$ cat config.mk
export PLATFORM = sky130hd
export DESIGN_NAME = player_link_tx
export DESIGN_NICKNAME = d
export VERILOG_FILES = /design/src/rtl/link_pkg.sv /design/src/rtl/player_link_tx.sv
export SDC_FILE = /design/constraint.sdc
export NUM_CORES = 1
export LEC_CHECK = 0
export BUFFER_PORTS_ARGS = -buffer_cell sky130_fd_sc_hd__buf_4
export CAP_MARGIN = 10
export CORE_MARGIN = 2
export CORE_UTILIZATION = 35
export DETAILED_ROUTE_END_ITERATION = 16
export PLACE_DENSITY = 0.59
export SLEW_MARGIN = 20
export SYNTH_ARGS = -nofsm -noshare
export SYNTH_HDL_FRONTEND = slang
export SYNTH_SLANG_ARGS = --single-unit
$ cat constraint.sdc
create_clock -name clk -period 3.75 [get_ports clk]
set_input_delay 0.375 -clock clk [delete_from_list [all_inputs] [get_ports clk]]
set_output_delay 0.375 -clock clk [all_outputs]
set_load 0.02 [all_outputs]
$ cat src/rtl/link_pkg.sv
// Shared definitions for the player-state link: framing constants, FSM states, packet byte mux.
package link_pkg;

    localparam logic [7:0]  HEADER  = 8'hA5;
    localparam int unsigned PKT_LEN = 9;
    localparam int unsigned OVR_W   = 8;
    localparam int unsigned IDX_W   = 4;

    typedef enum logic [1:0] {
        IDLE = 2'd0,
        LOAD = 2'd1,
        SEND = 2'd2,
        DONE = 2'd3
    } link_state_t;

    typedef logic [IDX_W-1:0] byte_idx_t;

    // Snapshot of every local field carried by one packet
    typedef struct packed {
        logic [11:0] x;
        logic [11:0] y;
        logic [3:0]  hp;
        logic [3:0]  aggro;
        logic [1:0]  cls;
        logic        flip_h;
        logic        game_start;
        logic [6:0]  boss_hp;
    } link_fields_t;

    // Byte at position idx of the packet; csum is used only for the trailing checksum byte
    function automatic logic [7:0] pkt_byte(input link_fields_t f, input byte_idx_t idx,
                                            input logic [7:0] csum);
        logic [7:0] b;
        case (idx)
            4'd0:    b = HEADER;
            4'd1:    b = {4'h0, f.x[11:8]};
            4'd2:    b = f.x[7:0];
            4'd3:    b = {4'h0, f.y[11:8]};
            4'd4:    b = f.y[7:0];
            4'd5:    b = {f.hp, f.aggro};
            4'd6:    b = {4'h0, f.game_start, f.flip_h, f.cls};
            4'd7:    b = {1'b0, f.boss_hp};
            4'd8:    b = csum;
            default: b = 8'h00;
        endcase
        return b;
    endfunction

endpackage

$ cat src/rtl/player_link_tx.sv
// Packet scheduler: snapshots local player state on frame_tick and serialises a 9-byte framed packet to the UART.
module player_link_tx
    import link_pkg::*;
(
    input  logic             clk,
    input  logic             rst,
    input  logic             link_en,
    input  logic             frame_tick,
    input  logic [11:0]      char_x,
    input  logic [11:0]      char_y,
    input  logic [3:0]       current_health,
    input  logic [3:0]       char_aggro,
    input  logic [1:0]       char_class,
    input  logic             flip_h,
    input  logic             game_start,
    input  logic [6:0]       boss_hp,
    input  logic             tx_ready,
    output logic [7:0]       tx_data,
    output logic             tx_valid,
    output logic             busy,
    output logic             frame_sent,
    output logic [OVR_W-1:0] overrun_cnt
);

    link_state_t  state;
    link_fields_t shadow;
    byte_idx_t    idx;
    logic [7:0]   checksum;
    logic         pending;

    byte_idx_t    idx_nxt;
    logic [7:0]   csum_nxt;
    logic [7:0]   byte_nxt;
    logic         last_byte;

    // Next byte to present after a handshake; checksum covers bytes 1..7 only
    assign idx_nxt   = byte_idx_t'(idx + 1'b1);
    assign csum_nxt  = (idx != '0) ? (checksum ^ tx_data) : checksum;
    assign byte_nxt  = pkt_byte(shadow, idx_nxt, csum_nxt);
    assign last_byte = (idx == byte_idx_t'(PKT_LEN - 1));

    // Packet FSM with registered UART handshake, pending-tick slot and saturating overrun counter
    always_ff @(posedge clk or posedge rst) begin
        if (rst) begin
            state       <= IDLE;
            shadow      <= '0;
            idx         <= '0;
            checksum    <= '0;
            pending     <= 1'b0;
            tx_data     <= '0;
            tx_valid    <= 1'b0;
            busy        <= 1'b0;
            frame_sent  <= 1'b0;
            overrun_cnt <= '0;
        end else begin
            frame_sent <= 1'b0;

            // Ticks while a packet is in flight: one is queued, further ones are counted as dropped
            if (!link_en) begin
                pending <= 1'b0;
            end else if (frame_tick && (state == LOAD || state == SEND)) begin
                if (!pending) begin
                    pending <= 1'b1;
                end else if (overrun_cnt != '1) begin
                    overrun_cnt <= overrun_cnt + 1'b1;
                end
            end

            case (state)
                IDLE: begin
                    if (link_en && (pending || frame_tick)) begin
                        state   <= LOAD;
                        busy    <= 1'b1;
                        // A tick arriving together with a queued one stays queued
                        pending <= pending & frame_tick;
                    end
                end
                LOAD: begin
                    shadow   <= '{x: char_x, y: char_y, hp: current_health, aggro: char_aggro,
                                  cls: char_class, flip_h: flip_h, game_start: game_start,
                                  boss_hp: boss_hp};
                    idx      <= '0;
                    checksum <= '0;
                    tx_data  <= HEADER;
                    tx_valid <= 1'b1;
                    state    <= SEND;
                end
                SEND: begin
                    if (tx_ready) begin
                        if (last_byte) begin
                            tx_valid   <= 1'b0;
                            frame_sent <= 1'b1;
                            state      <= DONE;
                        end else begin
                            idx      <= idx_nxt;
                            checksum <= csum_nxt;
                            tx_data  <= byte_nxt;
                        end
                    end
                end
                DONE: begin
                    // Consume the queued tick; a tick arriving now takes the freed slot
                    pending <= frame_tick & link_en;
                    if (pending && link_en) begin
                        state <= LOAD;
                    end else begin
                        state <= IDLE;
                        busy  <= 1'b0;
                    end
                end
                default: begin
                    state <= IDLE;
                    busy  <= 1'b0;
                end
            endcase
        end
    end

endmodule

==> results.py <==
metrics = {
    "status": {
        "status": "complete, no violations",
    },
    "detailed_routing": {
        "ant_nets": 0,
        "drtPass1Iterations": 4,
        "drc": 0,
        "drt-vias-per-instance": 5.40,
        "vias": 3070,
        "drtIter0Drc": 252,
        "wirelength_microns": 9130,
        "wire_per_inst_microns": 16.1,
    },
    "layout": {
        "antenna_cells": 0,
        "synthToLayoutAreaGrowth_pct": 22.6,
        "nets": 484,
        "drive_gt1_share_pct": 32.4,
        "finalInstanceArea_sq_um": 4890,
        "stdcell_count": 569,
    },
    "clock_network": {
        "htreeDepth": 3,
        "cts_sinks": 77,
        "holdBufCountCts": 0,
        "cts.reportedPaths.clkPinSlew_ns": 0.06,
        "clkLatencyLatePin_ns": 0.34,
        "cts-resized-gates": 0,
        "clock_path_buffers": 2,
        "cts_tree": "yes",
        "cts_buffers": 9,
        "cts-root-buf": "clkbuf_16",
        "cts_setup_buffers": 0,
    },
    "setup_path": {
        "crit_type": "reg2reg",
        "start_kind": "flop",
        "crit_required_ns": 3.95,
        "cp_slowest_stage_delay_ns": 0.69,
        "slowest_stage": "ha_1",
        "endpoint_kind": "flop",
        "path_delay_family": "compound AO/OA/AOI/OAI gates",
        "arrival_ns": 2.72,
        "crit_chain": "ha_1, nor2_1, o21ai_1, a31oi_1, a2111oi_0, a21oi_1",
        "r2r-start": "idx[0]",
        "critPathMaxFanout": 18,
        "startpoint": "idx[0]",
        "worst-path-buf-inv": 0,
    },
    "placed_design": {
        "dp_cells": 554,
        "pre_cts_ws_ns": 1.31,
        "placed_area_sq_um": 4570,
        "portBuffers": 66,
        "dp_hpwl_microns": 6440,
        "gp_congestion": 0.800,
    },
    "synthesis": {
        "synth_cells": 366,
        "synth-edff-count": 0,
        "synth_area_leader_cell": "dfrtp_1",
        "synth_commonest_cells": "77 x dfrtp_1, 43 x mux2_2, 25 x a21oi_1, 25 x nand2_1, 21 x o21ai_0",
        "synth_simple_gate_area_share_pct": 10.9,
        "ys_types": 49,
        "synth_nets": 425,
        "synth_flop_cell": "dfrtp_1",
        "muxShareOfSynthArea_pct": 13.2,
        "ys_seq_area_share_pct": 48.4,
        "ys_async_sr_fraction_pct": 100,
        "synth_compound_area_share_pct": 17.0,
        "synth.most_common_cell": "dfrtp_1",
        "ys_ff_latch": 77,
        "yosys_warnings": 0,
        "synth_top_family_by_area": "compound AO/OA/AOI/OAI gates",
        "synthTopCellsByArea": "dfrtp_1 48%, mux2_2 12%, ha_1 3.5%",
        "synth_xor_area_share_pct": 3.27,
        "synthAdderAreaFrac_pct": 3.45,
        "syn-cell-area_sq_um": 3990,
        "syn_avg_cell_area_sq_um": 10.9,
        "synth_top_cell_area_share_pct": 48.4,
    },
    "timing": {
        "drv_slew": 0,
        "hold_viol": 0,
        "finalCritPeriodShare_pct": 67.3,
        "tightestPinTransition_ns": 0.934,
        "fmax_mhz": 396,
        "tns_ns": 0,
        "slew_headroom_pct": 37.5,
        "skew_ns": 0.00534,
        "grt_setup_unrepaired": "no",
        "finalSetupViolCount": 0,
        "fin_crit_ns": 2.52,
        "fin_ws_ns": 1.23,
    },
    "hold_path": {
        "hold_path.class": "in2async",
    },
    "floorplan": {
        "die_x_microns": 111,
        "ios": 67,
        "core_area_sq_um": 11000,
        "die_area_sq_um": 12300,
        "num_rows": 38,
        "initial_core_util_pct": 36.3,
        "die_y_microns": 111,
    },
    "global_routing": {
        "grtUsageTotal_pct": 15.3,
        "grt_pass1_wl_microns": 15200,
        "grt_pass1_vias": 3024,
        "antenna_found_initial": 0,
        "grt_overflow": 0,
        "grt_max_degree": 44,
    },
    "pwr": {
        "clkPwrFrac_pct": 23.5,
        "p_seq_share_pct": 36.8,
        "swShare_pct": 36.0,
        "powerDensity_nw_per_um2": 801,
        "pwr-share-comb_pct": 39.7,
        "peakVddDrop_mv": 0.393,
        "leakagePower_nw": 2.12,
        "switching_power_mw": 1.41,
        "p_int_mw": 2.50,
    },
    "flow_run": {
        "maxCapViolations": 0,
    },
}
metrics by stage:
stage	hold WS, ns	util (%)	power (mW)
2_1_floorplan	0.466	-	2.58
3_3_place_gp	0.486	41.6	2.97
3_5_place_dp	0.487	41.6	3.01
4_1_cts	0.175	44.5	3.94
5_1_grt	0.201	44.5	4.17
6_report	0.155	44.5	3.92
power by group through the flow:
stage               Clock [mW]  Sequential, mW  Combinational, mW
floorplan                    0            1.42               1.16
global placement             0            1.44               1.53
detailed placement           0            1.46               1.55
CTS                      0.938            1.44               1.56
global route             0.977            1.49               1.71
finish                   0.920            1.44               1.55
path summary, 6_finish.rpt:
kind                                   to  slack [ns]  depth (start not counted)
setup / recovery               tx_data[2]        1.23                          6
hold / removal             overrun_cnt[7]        0.16                          3
setup reg to reg               tx_data[2]        1.23                          6
hold reg to reg               checksum[4]        0.49                          1
max in group asynchronous      shadow[12]        3.23                          3
min in group clk               shadow[20]        0.27                          2
worst register-to-register path: cells and delay by family, from the launching register on:
kind                     cells  cell delay (ns)
adder cells (fa/ha/maj)      1             0.69
flip-flops                   1             0.53
AO/OA/AOI/OAI                4             1.05
AND/OR/NAND/NOR              1             0.12
layout make-up:
cell class / count / area [sq um]
Multi-Input combinational cell: 256 / 1910
Tap cell: 140 / 175
Clock inverter: 4 / 72.6
Fill cell: 1020 / 6100
Timing Repair Buffer: 69 / 518
Inverter: 12 / 45.0
Sequential cell: 77 / 1930
Clock buffer: 11 / 243
cells by family after synthesis:
kind of cell	Yosys count
adder cells (fa/ha/maj)	11
multiplexers	47
AO/OA/AOI/OAI	101
flip-flops	77
buffers and inverters	33
AND/OR/NAND/NOR	83
XOR/XNOR	14
sequential cells by signal (all words and copies together) (netlist names):
register     count
tx_data          8
checksum         8
frame_sent       1
tx_valid         1
overrun_cnt      8
shadow          43
idx              4
state            2
pending          1
busy             1
per-layer routing:
layer	share of wire, %	routed length [microns]	track usage (%)
met1	48	4350	21.4
met2	46	4180	22.8
met3	4.9	443	3.34
met4	1.7	157	6.58
met5	0	0	0
cells in the final DEF, fill, tap and decap left out, types with 3 or more instances in the layout:
master,count
a21oi_1,25
ha_1,10
o21ai_1,5
xnor2_1,10
o31ai_1,5
mux2i_1,4
nand2b_1,5
a31oi_1,5
nand2_1,25
xor2_1,3
o22ai_1,3
nor2b_1,3
dfrtp_1,77
a222oi_1,6
inv_1,11
nand4_1,7
mux2_2,43
clkbuf_16,9
a2111oi_0,3
o21ai_0,21
buf_4,69
nand3b_1,5
a22oi_1,6
a22o_1,7
nand3_1,11
nor2_1,12
Note: power is estimated with default switching activity, not from simulation.
